[config.mk]
export PLATFORM = sky130hd
export DESIGN_NAME = mem_arbiter
export DESIGN_NICKNAME = d
export VERILOG_FILES = /design/src/rtl/mem_arbiter_pkg.sv /design/src/rtl/mem_arbiter_rr_arb2.sv /design/src/rtl/mem_arbiter.sv
export SDC_FILE = /design/constraint.sdc
export NUM_CORES = 1
export LEC_CHECK = 0
export CAP_MARGIN = 5
export CORE_AREA = 10 10 273 275
export CTS_BUF_LIST = sky130_fd_sc_hd__clkbuf_4
export CTS_CLUSTER_SIZE = 30
export DETAILED_ROUTE_END_ITERATION = 8
export DIE_AREA = 0 0 283 285
export DONT_BUFFER_PORTS = 1
export PLACE_DENSITY = 0.3
export SYNTH_ARGS = -nofsm -noshare
export SYNTH_HDL_FRONTEND = slang
export SYNTH_SLANG_ARGS = --single-unit
export TNS_END_PERCENT = 100
[constraint.sdc]
create_clock -name clk -period 2.3 [get_ports clk]
set_input_delay 0.575 -clock clk [delete_from_list [all_inputs] [get_ports clk]]
set_output_delay 0.575 -clock clk [all_outputs]
set_load 0.01 [all_outputs]
[src/rtl/mem_arbiter_pkg.sv]
// mem_arbiter_pkg
//   Shared definitions for the I/D memory-port arbiter: FSM state encoding,
//   owner encoding and default address/data widths.
package mem_arbiter_pkg;

    localparam int ADDR_W_DEF = 28;
    localparam int DATA_W_DEF = 128;

    // Owner encoding, also used for the round-robin "last granted" bit
    localparam logic OWN_SEL_I = 1'b0;
    localparam logic OWN_SEL_D = 1'b1;

    typedef enum logic [2:0] {
        ST_IDLE   = 3'd0,
        ST_OWN_I  = 3'd1,
        ST_OWN_D  = 3'd2,
        ST_HOLD_I = 3'd3,
        ST_HOLD_D = 3'd4
    } arb_state_t;

endpackage

[src/rtl/mem_arbiter_rr_arb2.sv]
// rr_arb2
//   Two-input round-robin picker, purely combinational.
//   req_i / req_d : requests from I-cache / D-cache
//   last          : who was granted last (0 = I, 1 = D)
//   gnt_i / gnt_d : one-hot (or zero) grant
module rr_arb2
    import mem_arbiter_pkg::*;
(
    input  logic req_i,
    input  logic req_d,
    input  logic last,
    output logic gnt_i,
    output logic gnt_d
);

    // On a tie the side that was not granted last wins
    assign gnt_i = req_i & (~req_d | (last == OWN_SEL_D));
    assign gnt_d = req_d & (~req_i | (last == OWN_SEL_I));

endmodule

[src/rtl/mem_arbiter.sv]
// mem_arbiter
//   Shares one line-granular memory port between the I-cache and D-cache.
//   Grants one requester at a time (round-robin on ties, zero added latency
//   from IDLE), routes mem_ready/mem_rdata back to the owner only, and holds
//   read data one extra cycle because the caches register mem_ready and
//   consume rdata a cycle later.
//   Ports:
//     clk, proc_reset_n           : clock, synchronous active-low reset
//     i_mem_*                     : I-cache read interface
//     d_mem_*                     : D-cache read / write-back interface
//     mem_*                       : shared memory port
module mem_arbiter
    import mem_arbiter_pkg::*;
#(
    parameter int ADDR_W  = ADDR_W_DEF,
    parameter int DATA_W  = DATA_W_DEF,
    parameter int D_FIRST = 1
) (
    input  logic              clk,
    input  logic              proc_reset_n,
    input  logic              i_mem_read,
    input  logic [ADDR_W-1:0] i_mem_addr,
    output logic [DATA_W-1:0] i_mem_rdata,
    output logic              i_mem_ready,
    input  logic              d_mem_read,
    input  logic              d_mem_write,
    input  logic [ADDR_W-1:0] d_mem_addr,
    input  logic [DATA_W-1:0] d_mem_wdata,
    output logic [DATA_W-1:0] d_mem_rdata,
    output logic              d_mem_ready,
    output logic              mem_read,
    output logic              mem_write,
    output logic [ADDR_W-1:0] mem_addr,
    output logic [DATA_W-1:0] mem_wdata,
    input  logic [DATA_W-1:0] mem_rdata,
    input  logic              mem_ready
);

    arb_state_t        r_state;
    logic              r_last;
    logic [DATA_W-1:0] r_rdata_buf;

    logic w_req_d;
    logic w_gnt_i;
    logic w_gnt_d;
    logic w_sel_i;
    logic w_sel_d;

    // A read+write from D at once is forwarded as-is; not ours to fix
    assign w_req_d = d_mem_read | d_mem_write;

    rr_arb2 u_rr_arb2 (
        .req_i (i_mem_read),
        .req_d (w_req_d),
        .last  (r_last),
        .gnt_i (w_gnt_i),
        .gnt_d (w_gnt_d)
    );

    // Memory port source: the new winner while IDLE, else the current owner.
    // HOLD selects nobody, so memory sees an idle cycle.
    assign w_sel_i = ((r_state == ST_IDLE) & w_gnt_i) | (r_state == ST_OWN_I);
    assign w_sel_d = ((r_state == ST_IDLE) & w_gnt_d) | (r_state == ST_OWN_D);

    always_comb begin
        mem_read  = 1'b0;
        mem_write = 1'b0;
        mem_addr  = '0;
        mem_wdata = '0;
        if (w_sel_i) begin
            mem_read = i_mem_read;
            mem_addr = i_mem_addr;
        end else if (w_sel_d) begin
            mem_read  = d_mem_read;
            mem_write = d_mem_write;
            mem_addr  = d_mem_addr;
            mem_wdata = d_mem_wdata;
        end
    end

    // Completion goes to the owner only; rdata otherwise shows the held
    // copy so a cache acting on a registered ready still sees valid data.
    assign i_mem_ready = (r_state == ST_OWN_I) & mem_ready;
    assign d_mem_ready = (r_state == ST_OWN_D) & mem_ready;
    assign i_mem_rdata = i_mem_ready ? mem_rdata : r_rdata_buf;
    assign d_mem_rdata = d_mem_ready ? mem_rdata : r_rdata_buf;

    always_ff @(posedge clk) begin
        if (!proc_reset_n) begin
            // Abandons any in-flight access; caches share this reset
            r_state     <= ST_IDLE;
            r_last      <= (D_FIRST == 0) ? OWN_SEL_D : OWN_SEL_I;
            r_rdata_buf <= '0;
        end else begin
            case (r_state)
                ST_IDLE: begin
                    if (w_gnt_i) begin
                        r_state <= ST_OWN_I;
                        r_last  <= OWN_SEL_I;
                    end else if (w_gnt_d) begin
                        r_state <= ST_OWN_D;
                        r_last  <= OWN_SEL_D;
                    end
                end
                // Stay until memory completes, even if the owner drops its
                // request: the access has already been issued.
                ST_OWN_I: begin
                    if (mem_ready) begin
                        r_rdata_buf <= mem_rdata;
                        r_state     <= ST_HOLD_I;
                    end
                end
                ST_OWN_D: begin
                    if (mem_ready) begin
                        r_rdata_buf <= mem_rdata;
                        r_state     <= ST_HOLD_D;
                    end
                end
                ST_HOLD_I,
                ST_HOLD_D: r_state <= ST_IDLE;
                default:   r_state <= ST_IDLE;
            endcase
        end
    end

endmodule

==> metrics.csv <==
stage;metric;value;unit
route;DRT antenna net count;0;
worst_setup_path;R2R Setup Slk;0.04;ns
global_routing;Total Routing Usage GR;15.0;%
route;Remaining DRCs;0;
placement;DP HPWL;47.5;mm
clocking;CTS tree;done;
die;Die H;285;um
timing;final worst-path cycle share;127;%
route;DR vias/cell;4.01;
logic_synthesis;Cell variety after synth;29;
logic_synthesis;syn_area_per_cell;9.25;um2
die;Core Footprint;0.0693;mm2
worst_setup_path;Largest stage delay, worst path;0.36;ns
layout;Nets;1648;
route;top layer in use;met4;
placement;RePlAce Congestion;0.935;
outcome;failing checks;setup timing;
worst_setup_path;worst r2r src;r_state[1];
route;DR WL met3;5.71;mm
logic_synthesis;Syn Inst Count;1048;
logic_synthesis;Ys Warns;0;
die;die area;0.0807;mm2
worst_setup_path;worst r2r dst;r_rdata_buf[25];
timing;min Tclk post-route;2.93;ns
layout;commonest non-fill, non-tap cell in the layout;nand2_1;
layout;most frequent cells in the layout;nand2_1, dlygate4sd3_1, mux2_4, dfxtp_1, mux2i_1;
logic_synthesis;register bit total from synthesis;132;
global_routing;vias in the first global route;9777;
clocking;Clock Tree Buf Depth;2;
clocking;H-tree depth;4;
route;Routed WL;64.9;mm
timing;Layout Skew;0.0359;ns
logic_synthesis;syn nets;1366;
route;wire per inst;28.3;um
layout;final instance area;0.0160;mm2
clocking;CTS clk-pin slew, worst paths;0.17;ns
worst_setup_path;CP required;1.73;ns
timing;Pins Over Slew Limit;0;
route;M1 WL;23.8;mm
die;Initial Util;14.0;%
logic_synthesis;post-synthesis cell area;0.00969;mm2
logic_synthesis;asr flop ratio synth;0;%
clocking;TritonCTS Buffers;17;
die;I/O pin cnt;734;
route;first-pass iteration count of the detailed router;5;
worst_setup_path;Worst Setup Start Kind;flip-flop;
die;row count;97;
timing;Final setup viols;416;
layout;Area Overhead vs Synth;65.3;%
layout;fillers;7489;
die;Chip Width;283;um
logic_synthesis;Post-synth EDFFs;0;
worst_setup_path;crit-path cells;or2_4, nor2_4, buf_12, buf_16, buf_12, buf_16, mux2_4;
timing;Slew @ Worst Pin;0.871;ns
logic_synthesis;top post-synthesis cells by area;dfxtp_1, mux2_1, mux2i_1;
worst_setup_path;arrival time worst endpoint;2.35;ns
power;cell leakage power;6.40;nW
worst_setup_path;Crit Path Max Fanout;6;
logic_synthesis;Yosys top cell by area;dfxtp_1;
global_routing;GRT overflow;0;
timing;Rel. slew slack;41.7;%
route;DRT iter0 DRCs;339;
placement;number of port buffers;0;
global_routing;pin count of the biggest net entering global routing;114;
clocking;Clock Latency Late Sink;0.73;ns
layout;share of post-route cells with drive strength above 1;38.4;%
power;Pwr Total;8.95;mW
route;via count;9181;
worst_setup_path;critical path's top delay family;buffers and inverters;
flow_run;Max-Cap Viols;0;
power;pwr dens;559;mW/mm2
worst_setup_path;CP startpoint;r_state[2];
logic_synthesis;post-synthesis sequential area ratio;27.3;%
placement;Placement Cell Area;0.0113;mm2
hold_path;Hold Startpoint;proc_reset_n;
global_routing;initial antenna violation count;14;
logic_synthesis;share of the synthesized area in the top cell type;27.3;%
worst_setup_path;slowest CP cell;dfxtp_2;
timing;max frequency;342;MHz
timing;RSZ-0062 raised after global routing;true;
worst_setup_path;Worst setup EP type;output port;
worst_setup_path;CP Buf/Inv Count;4;
timing;final worst slack;-0.627;ns
worst_setup_path;number of cells on the critical path;7;
worst_setup_path;CP Class;flip-flop to output port;
logic_synthesis;top_reg_cell synth;dfxtp_1;
worst_setup_path;reg2reg path depth;7;
timing;Final Hold Fails;0;
global_routing;first-pass GRT wire length;86.3;mm
worst_setup_path;CP endpoint;d_mem_rdata[47];
hold_path;hold crit path type;input port to flip-flop;
route;met2 wire length;34.1;mm
power;Max IR drop VDD;0.000254;V
clocking;CTS root buf;clkbuf_4;
outcome;outcome;finished, violations left;
clocking;clk sinks;132;
[how the worst min path moves through the flow]
stage,to,slack (ns),depth (start not counted)
2_1_floorplan,r_rdata_buf[100],0.44,2
3_3_place_gp,r_rdata_buf[104],0.45,2
3_5_place_dp,r_rdata_buf[104],0.46,2
4_1_cts,r_rdata_buf[85],0.03,3
5_1_grt,r_rdata_buf[85],0.07,3
6_report,r_rdata_buf[85],0.20,3
[flip-flops by register name, summed over array words and instances, names as in the netlist]
signal and count:
r_last 1, r_rdata_buf 128, r_state 3
[cells by family (layout without fill, tap and decap cells)]
family,Yosys count,count (layout),share of synthesized area [%]
and+or+nand+nor,399,399,19.1
DFF,132,132,27.3
AOI/OAI and AO/OA,37,37,3.30
other,0,8,0
xor gates and xnor gates,1,1,0.0904
muxes,384,384,43.0
buffers and inverters,95,390,7.31
[through the flow]
step / hold WS (ns) / setup slack, ns / utilization (%) / TNS, ns / instances
after floorplan: 0.439 / 0.0749 / - / 0 / 1048
after global placement: 0.449 / -0.143 / 16.3 / -0.591 / 1975
after detailed placement: 0.457 / -0.156 / 16.3 / -0.530 / 1975
after CTS: 0.0281 / -0.847 / 22.1 / -307.73 / 2274
after global routing: 0.0714 / -0.816 / 23.1 / -304.71 / 2290
final: 0.201 / -0.627 / 23.1 / -215.22 / 2291
[layout make-up]
class	instances	area, um2	area share [%]
tap	940	1180	7.34
inverter	3	11.3	0.0703
antenna	8	20.0	0.125
multi-input combinational	821	7430	46.4
clock buffer	17	128	0.797
timing repair buffer	355	4430	27.7
clock inverter	15	170	1.06
sequential	132	2650	16.5
[power by group]
part	internal, mW	switching [mW]
Combinational	2.33	2.13
Sequential	2.47	0.175
Clock	0.672	1.18
[synthesized netlist by cell type, types with 2 or more instances]
master and n:
a22o_1 28, and2_1 131, and3_1 2, buf_2 23
buf_4 3, buf_6 25, buf_8 11, clkbuf_1 30
dfxtp_1 132, inv_1 3, mux2_1 209, mux2_2 47
mux2i_1 128, nand2_1 257, nand3_1 2, nor2_1 2
nor2_2 2, or2_1 2
[metal layers]
layer	vias up	global-route usage [%]
li1	4145	-
met2	459	27.3
met1	4524	15.7
met4	0	4.71
met3	53	5.89
met5	-	0
[worst register-to-register path: stages (launching register included)]
cell and delay, ns:
dfxtp_4 0.40, buf_12 0.12, xor2_1 0.14, and3_4 0.24, buf_12 0.21, buf_12 0.30, mux2i_1 0.23, dlygate4sd3_1 0.56
[repair_timing]
action | CTS | global route
setup endpoints to repair | 416 | 424
gates resized for setup | 334 | 212
setup buffers | 18 | 9
pin swaps | 6 | 14
endpoints found under the hold margin | 132 | 0
gates cloned | 15 | 4
hold buffers | 234 | 0
No activity file was read; power rests on OpenSTA's default activity.
